===== src/rtl/pulsegen_mc.sv =====
// Multi-channel repeating pulse sequencer: one shared frame counter, NCH compare windows.
// Optional build macro PULSEGEN_MC_POL_EN adds per-channel output inversion (pol).
module pulsegen_mc #(
  parameter int NCH = 4,
  parameter int CW  = 16,
  parameter int RW  = 8
) (
  input  logic              clk,
  input  logic              reset,
  input  logic              trig,
  input  logic              abort,
  input  logic [CW-1:0]     period,
  input  logic [RW-1:0]     repeats,
  input  logic [NCH*CW-1:0] t_rise,
  input  logic [NCH*CW-1:0] t_fall,
`ifdef PULSEGEN_MC_POL_EN
  input  logic [NCH-1:0]    pol,
`endif
  output logic [NCH-1:0]    q,
  output logic [NCH-1:0]    qbar,
  output logic              busy,
  output logic              done,
  output logic [0:0]        dbg_state
);

  localparam logic [0:0] IDLE = 1'b0;
  localparam logic [0:0] RUN  = 1'b1;

  // Handshake: trig is a level sampled at each edge and only accepted in IDLE
  // (and only when abort is low); done pulses for the single cycle after the last RUN cycle.

  logic [0:0]        state;
  logic [CW-1:0]     counter;
  logic [RW-1:0]     frame_idx;
  logic [CW-1:0]     period_sh;
  logic [RW-1:0]     repeats_sh;
  logic [NCH*CW-1:0] rise_sh;
  logic [NCH*CW-1:0] fall_sh;
  logic [NCH-1:0]    win;
`ifdef PULSEGEN_MC_POL_EN
  logic [NCH-1:0]    pol_sh;
`endif

  always_ff @(posedge clk) begin
    if (reset) begin
      state      <= IDLE;
      counter    <= '0;
      frame_idx  <= '0;
      done       <= 1'b0;
      period_sh  <= CW'(1);
      repeats_sh <= '0;
      rise_sh    <= '0;
      fall_sh    <= '0;
`ifdef PULSEGEN_MC_POL_EN
      pol_sh     <= '0;
`endif
    end else begin
      done <= 1'b0;
      if (state == RUN) begin
        if (abort) begin
          state     <= IDLE;
          counter   <= '0;
          frame_idx <= '0;
        end else if (counter == period_sh) begin
          if (frame_idx == repeats_sh) begin
            state     <= IDLE;
            counter   <= '0;
            frame_idx <= '0;
            done      <= 1'b1;
          end else begin
            frame_idx <= frame_idx + 1'b1;
            counter   <= CW'(1);
          end
        end else begin
          counter <= counter + 1'b1;
        end
      end else if (trig && !abort) begin
        // A zero period is folded to 1 at capture so the frame-end compare stays simple.
        period_sh  <= (period == '0) ? CW'(1) : period;
        repeats_sh <= repeats;
        rise_sh    <= t_rise;
        fall_sh    <= t_fall;
`ifdef PULSEGEN_MC_POL_EN
        pol_sh     <= pol;
`endif
        counter    <= CW'(1);
        frame_idx  <= '0;
        state      <= RUN;
      end
    end
  end

  always_comb begin
    win = '0;
    for (int i = 0; i < NCH; i++) begin
      win[i] = (state == RUN) &&
               (counter > rise_sh[i*CW +: CW]) &&
               !(counter > fall_sh[i*CW +: CW]);
    end
  end

`ifdef PULSEGEN_MC_POL_EN
  assign q = (state == RUN) ? (win ^ pol_sh) : pol_sh;
`else
  assign q = win;
`endif

  assign qbar      = ~q;
  assign busy      = (state == RUN);
  assign dbg_state = state;

endmodule

===== config.mk =====
export PLATFORM = sky130hd
export DESIGN_NAME = pulsegen_mc
export DESIGN_NICKNAME = d
export VERILOG_FILES = /design/src/rtl/pulsegen_mc.sv
export SDC_FILE = /design/constraint.sdc
export NUM_CORES = 1
export LEC_CHECK = 0
export CORE_ASPECT_RATIO = 0.9
export CORE_UTILIZATION = 36
export CTS_CLUSTER_DIAMETER = 50
export DETAILED_ROUTE_END_ITERATION = 8
export GPL_ROUTABILITY_DRIVEN = 0
export SYNTH_ARGS = -nofsm -noshare
export SYNTH_HDL_FRONTEND = slang
export SYNTH_SLANG_ARGS = --single-unit

===== constraint.sdc =====
create_clock -name clk -period 2.8 [get_ports clk]
set_input_delay 0.7 -clock clk [delete_from_list [all_inputs] [get_ports clk]]
set_output_delay 0.7 -clock clk [all_outputs]
set_load 0.02 [all_outputs]

==> summary.txt <==
Finish
  – Fraction of layout cells with a size suffix above 1: 13.2%
  – ANT cells: 0
  – Post-Layout Cell Count: about 1,900
  – Post-route cell area: 13,500 um^2
  – Area added between synthesis and finish: 36.9%
  – NumNets Final: 1,776

Route
  – WL per Instance: 15.7 um
  – Vias per Instance: 4.97
  – Final wirelength: 29,200 um
  – 1st-iter DRT viols: 444
  – Post-route DRC: 0
  – Drt pass-1 iters: 6
  – ANT nets after route: 0
  – Via count: 9,230

Floorplan
  – Core Area: 27,000 um^2
  – Die area: 28,100 um^2
  – I/O pins: about 170
  – # rows: 57
  – Die X: 177 um
  – Die Ht: 159 um
  – Starting density of the core: 36.6%

Worst setup path
  – R2R cell count: 9
  – Slowest cell on crit path: a211o_1
  – CP Launch Type: flip-flop
  – FF-to-FF setup slack: 0.61 ns
  – CP Cell Sequence: ha_4 -> nor2b_4 -> o211ai_1 -> a2111oi_4 -> a211oi_2 -> a211o_1 -> a311o_1 -> buf_6
  – Slowest stage delay, CP: 0.41 ns
  – Worst EP required: 2.10 ns
  – Delay-heaviest family, CP: compound AO/OA/AOI/OAI gates
  – CP max FO: 5
  – Reg2reg start: counter[13]
  – Worst Setup End Kind: output pin
  – Worst r2r dst: frame_idx[1]
  – CP Class: reg -> out
  – CP startpoint: counter[1]
  – WP buf/inv: 1
  – WP data arrival: approximately 2.7 ns

Synth
  – Post-Synthesis Cells: ~1,300
  – Post-synth ARST share: 0%
  – Mean Syn Cell Area: 7.74 um^2
  – Main synth FF type: dfxtp_1
  – Largest family of logic cells by synthesized area: simple AND/OR/NAND/NOR gates
  – Ys Warns: 0
  – Top cell type's share of synthesized area: 36.1%
  – Net Count, Synth: about 1,600
  – Synth Area in Compound Gates: about 16%
  – Adder and majority cell fraction of the synthesized area: 16.5%
  – Count of unique library cells instantiated by Yosys: 51
  – Yosys top cell by area: dfxtp_1
  – EDFF count, synth: 0
  – Synth Register Bits: 178
  – Multiplexer area fraction after synthesis: 0.114%
  – Seq/Total Area, Yosys: 36.1%
  – Most frequent cells after synthesis: 330 x nand2_1, 193 x a21oi_1, 178 x dfxtp_1
  – Xor/xnor share of the synthesized area: 3.64%
  – Most common cell in the synthesized netlist: nand2_1
  – Mapped Area: 9870 um^2
  – Synth Area in Simple Gates: 20.6%
  – Top area cells in the synthesized netlist: dfxtp_1 36%, ha_1 16%, nand2_1 13%, a21oi_1 9.8%, inv_1 4.6%

Clock network
  – TritonCTS Buffers: 17
  – Hold buffers post-CTS: 0
  – # H-tree levels: 4
  – Root Driver: clkbuf_16
  – Clock sink total: 178
  – CTS clk-pin slew, worst paths: 0.06 ns
  – Clock latency at the later pin of the worst-skew pair: 0.44 ns
  – Clock buffer depth: 2
  – CTS tree: yes

Timing
  – Fmax: 293 MHz
  – Final setup viols: 8
  – Slew margin rel.: between 40% and 50%
  – Setup Total Neg Slack: -4.01 ns
  – RSZ-0062 raised after global routing: yes
  – Clock skew: 0.00907 ns
  – Endpoints failing hold: 0
  – Final worst slack: -0.608 ns
  – Worst Max-Slew Pin Slew: 0.866 ns
  – Fin. max-slew vios: 0
  – Final Critical Period: 3.41 ns
  – Fin crit share: 122%

GRT
  – Initial antenna violation count: 0
  – Tot GR Track Use: a little over a fifth
  – Global-route wire length before repair: 46,200 um
  – Overflow after GRT: 0
  – Pin count of the biggest net entering global routing: 83
  – Vias in the first global route: 8,873

Placement
  – Final HPWL DP: 21,500 um
  – Inst Count DP: 1,817
  – Port Buf Inserts: 166
  – Post-placement cell area: 12,500 um^2
  – Dpl ws: -0.726 ns

Pwr
  – Pwr Total: about 6.2 mW
  – Leakage power: 5.55 nW
  – Max VDD drop: 400 uV
  – Power per Cell Area: approximately 460 nW/um^2

Hold path
  – Hold Path Class: reg -> reg
  – Worst Min Path Start: fall_sh[49]
  – Worst hold path depth: 2
  – Min-Delay Endpoint: fall_sh[49]

Run status
  – Status: complete, but fails checks
  – Failing checks: negative setup slack

Run
  – Maxcap violations: 0
## where the power goes
part / internal, mW / switching [mW]
clock: 1.36 / 1.05
combinational: 0.572 / 0.559
sequential: 2.64 / 0.0640
total: 4.57 / 1.67
## timing repair
action                                  CTS  global route
endpoints found under the setup margin    8             8
buffers inserted                          3             6
gates resized for setup                  92            35
gates cloned                              0             0
pin swaps                                27            17
## cell type report
| class | instances | area [um^2] |
|---|---|---|
| flip-flops and latches | 178 | 3600 |
| well taps | 354 | 443 |
| inverters | 123 | 462 |
| fillers | 2653 | 13400 |
| clock inverters | 12 | 134 |
| multi-input cells | 920 | 5980 |
| clock buffers | 19 | 453 |
| repair buffers | 250 | 2440 |
## flip-flops by register name, summed over array words and instances (netlist names)
name        cells
busy            1
counter        16
done            1
fall_sh        64
frame_idx       8
period_sh      16
repeats_sh      8
rise_sh        64
## placed cells by master, fill, tap and decap left out, drive strengths merged, types with 5 or more instances in the layout
master and instances:
nand3 11, and3 8, a21oi 193, nor4 13
buf 93, a21o 21, clkbuf 19, o21ai 22
xor2 33, nor3 6, clkdlybuf4s50 157, ha 130
nor2b 13, a211oi 7, a211o 5, nand4 33
xnor2 8, nor2 30, dfxtp 178, nand2b 9
clkinvlp 5, nand2 333, inv 124
## per-layer routing
layer / vias to the layer above / wire length, um / track usage (%) / part of all wire (%)
li1: 4719 / - / - / -
met1: 4301 / 13800 / 28.1 / 47
met2: 183 / 13700 / 34.8 / 47
met3: 27 / 1180 / 3.49 / 4.0
met4: 0 / 400 / 5.25 / 1.4
met5: - / 0 / 0 / 0
## kinds of logic (layout without fill, tap and decap cells)
family                     after synthesis  count (layout)
AOI/OAI and AO/OA                      281             281
xor gates and xnor gates                41              41
adders and majority gates              130             130
buffers and inverters                  177             404
DFF                                    178             178
muxes                                    1               1
and+or+nand+nor                        467             467
## per-stage QoR
stage | util (%) | hold WS (ns)
after global placement | 46.4 | 0.443
final | 50.1 | 0.455
after global routing | 50.1 | 0.475
after CTS | 49.3 | 0.457
after floorplan | - | 0.436
after detailed placement | 46.4 | 0.447
## worst max path at each step
stage | end | slack (ns) | cells after the start
finish | qbar[2] | -0.61 | 8
global route | qbar[2] | -0.68 | 7
CTS | qbar[2] | -0.62 | 8
detailed placement | q[2] | -0.73 | 7
global placement | q[0] | -0.70 | 8
floorplan | q[0] | 0.03 | 8
## worst reg2reg max path, delay by kind of cell, from the launching register on
family | cells | cell delay, ns
flip-flops | 1 | 0.40
AND/OR/NAND/NOR | 4 | 0.76
multiplexers | 1 | 0.31
buffers and inverters | 3 | 0.49
XOR/XNOR | 1 | 0.13
(Power assumes the default switching activity.)
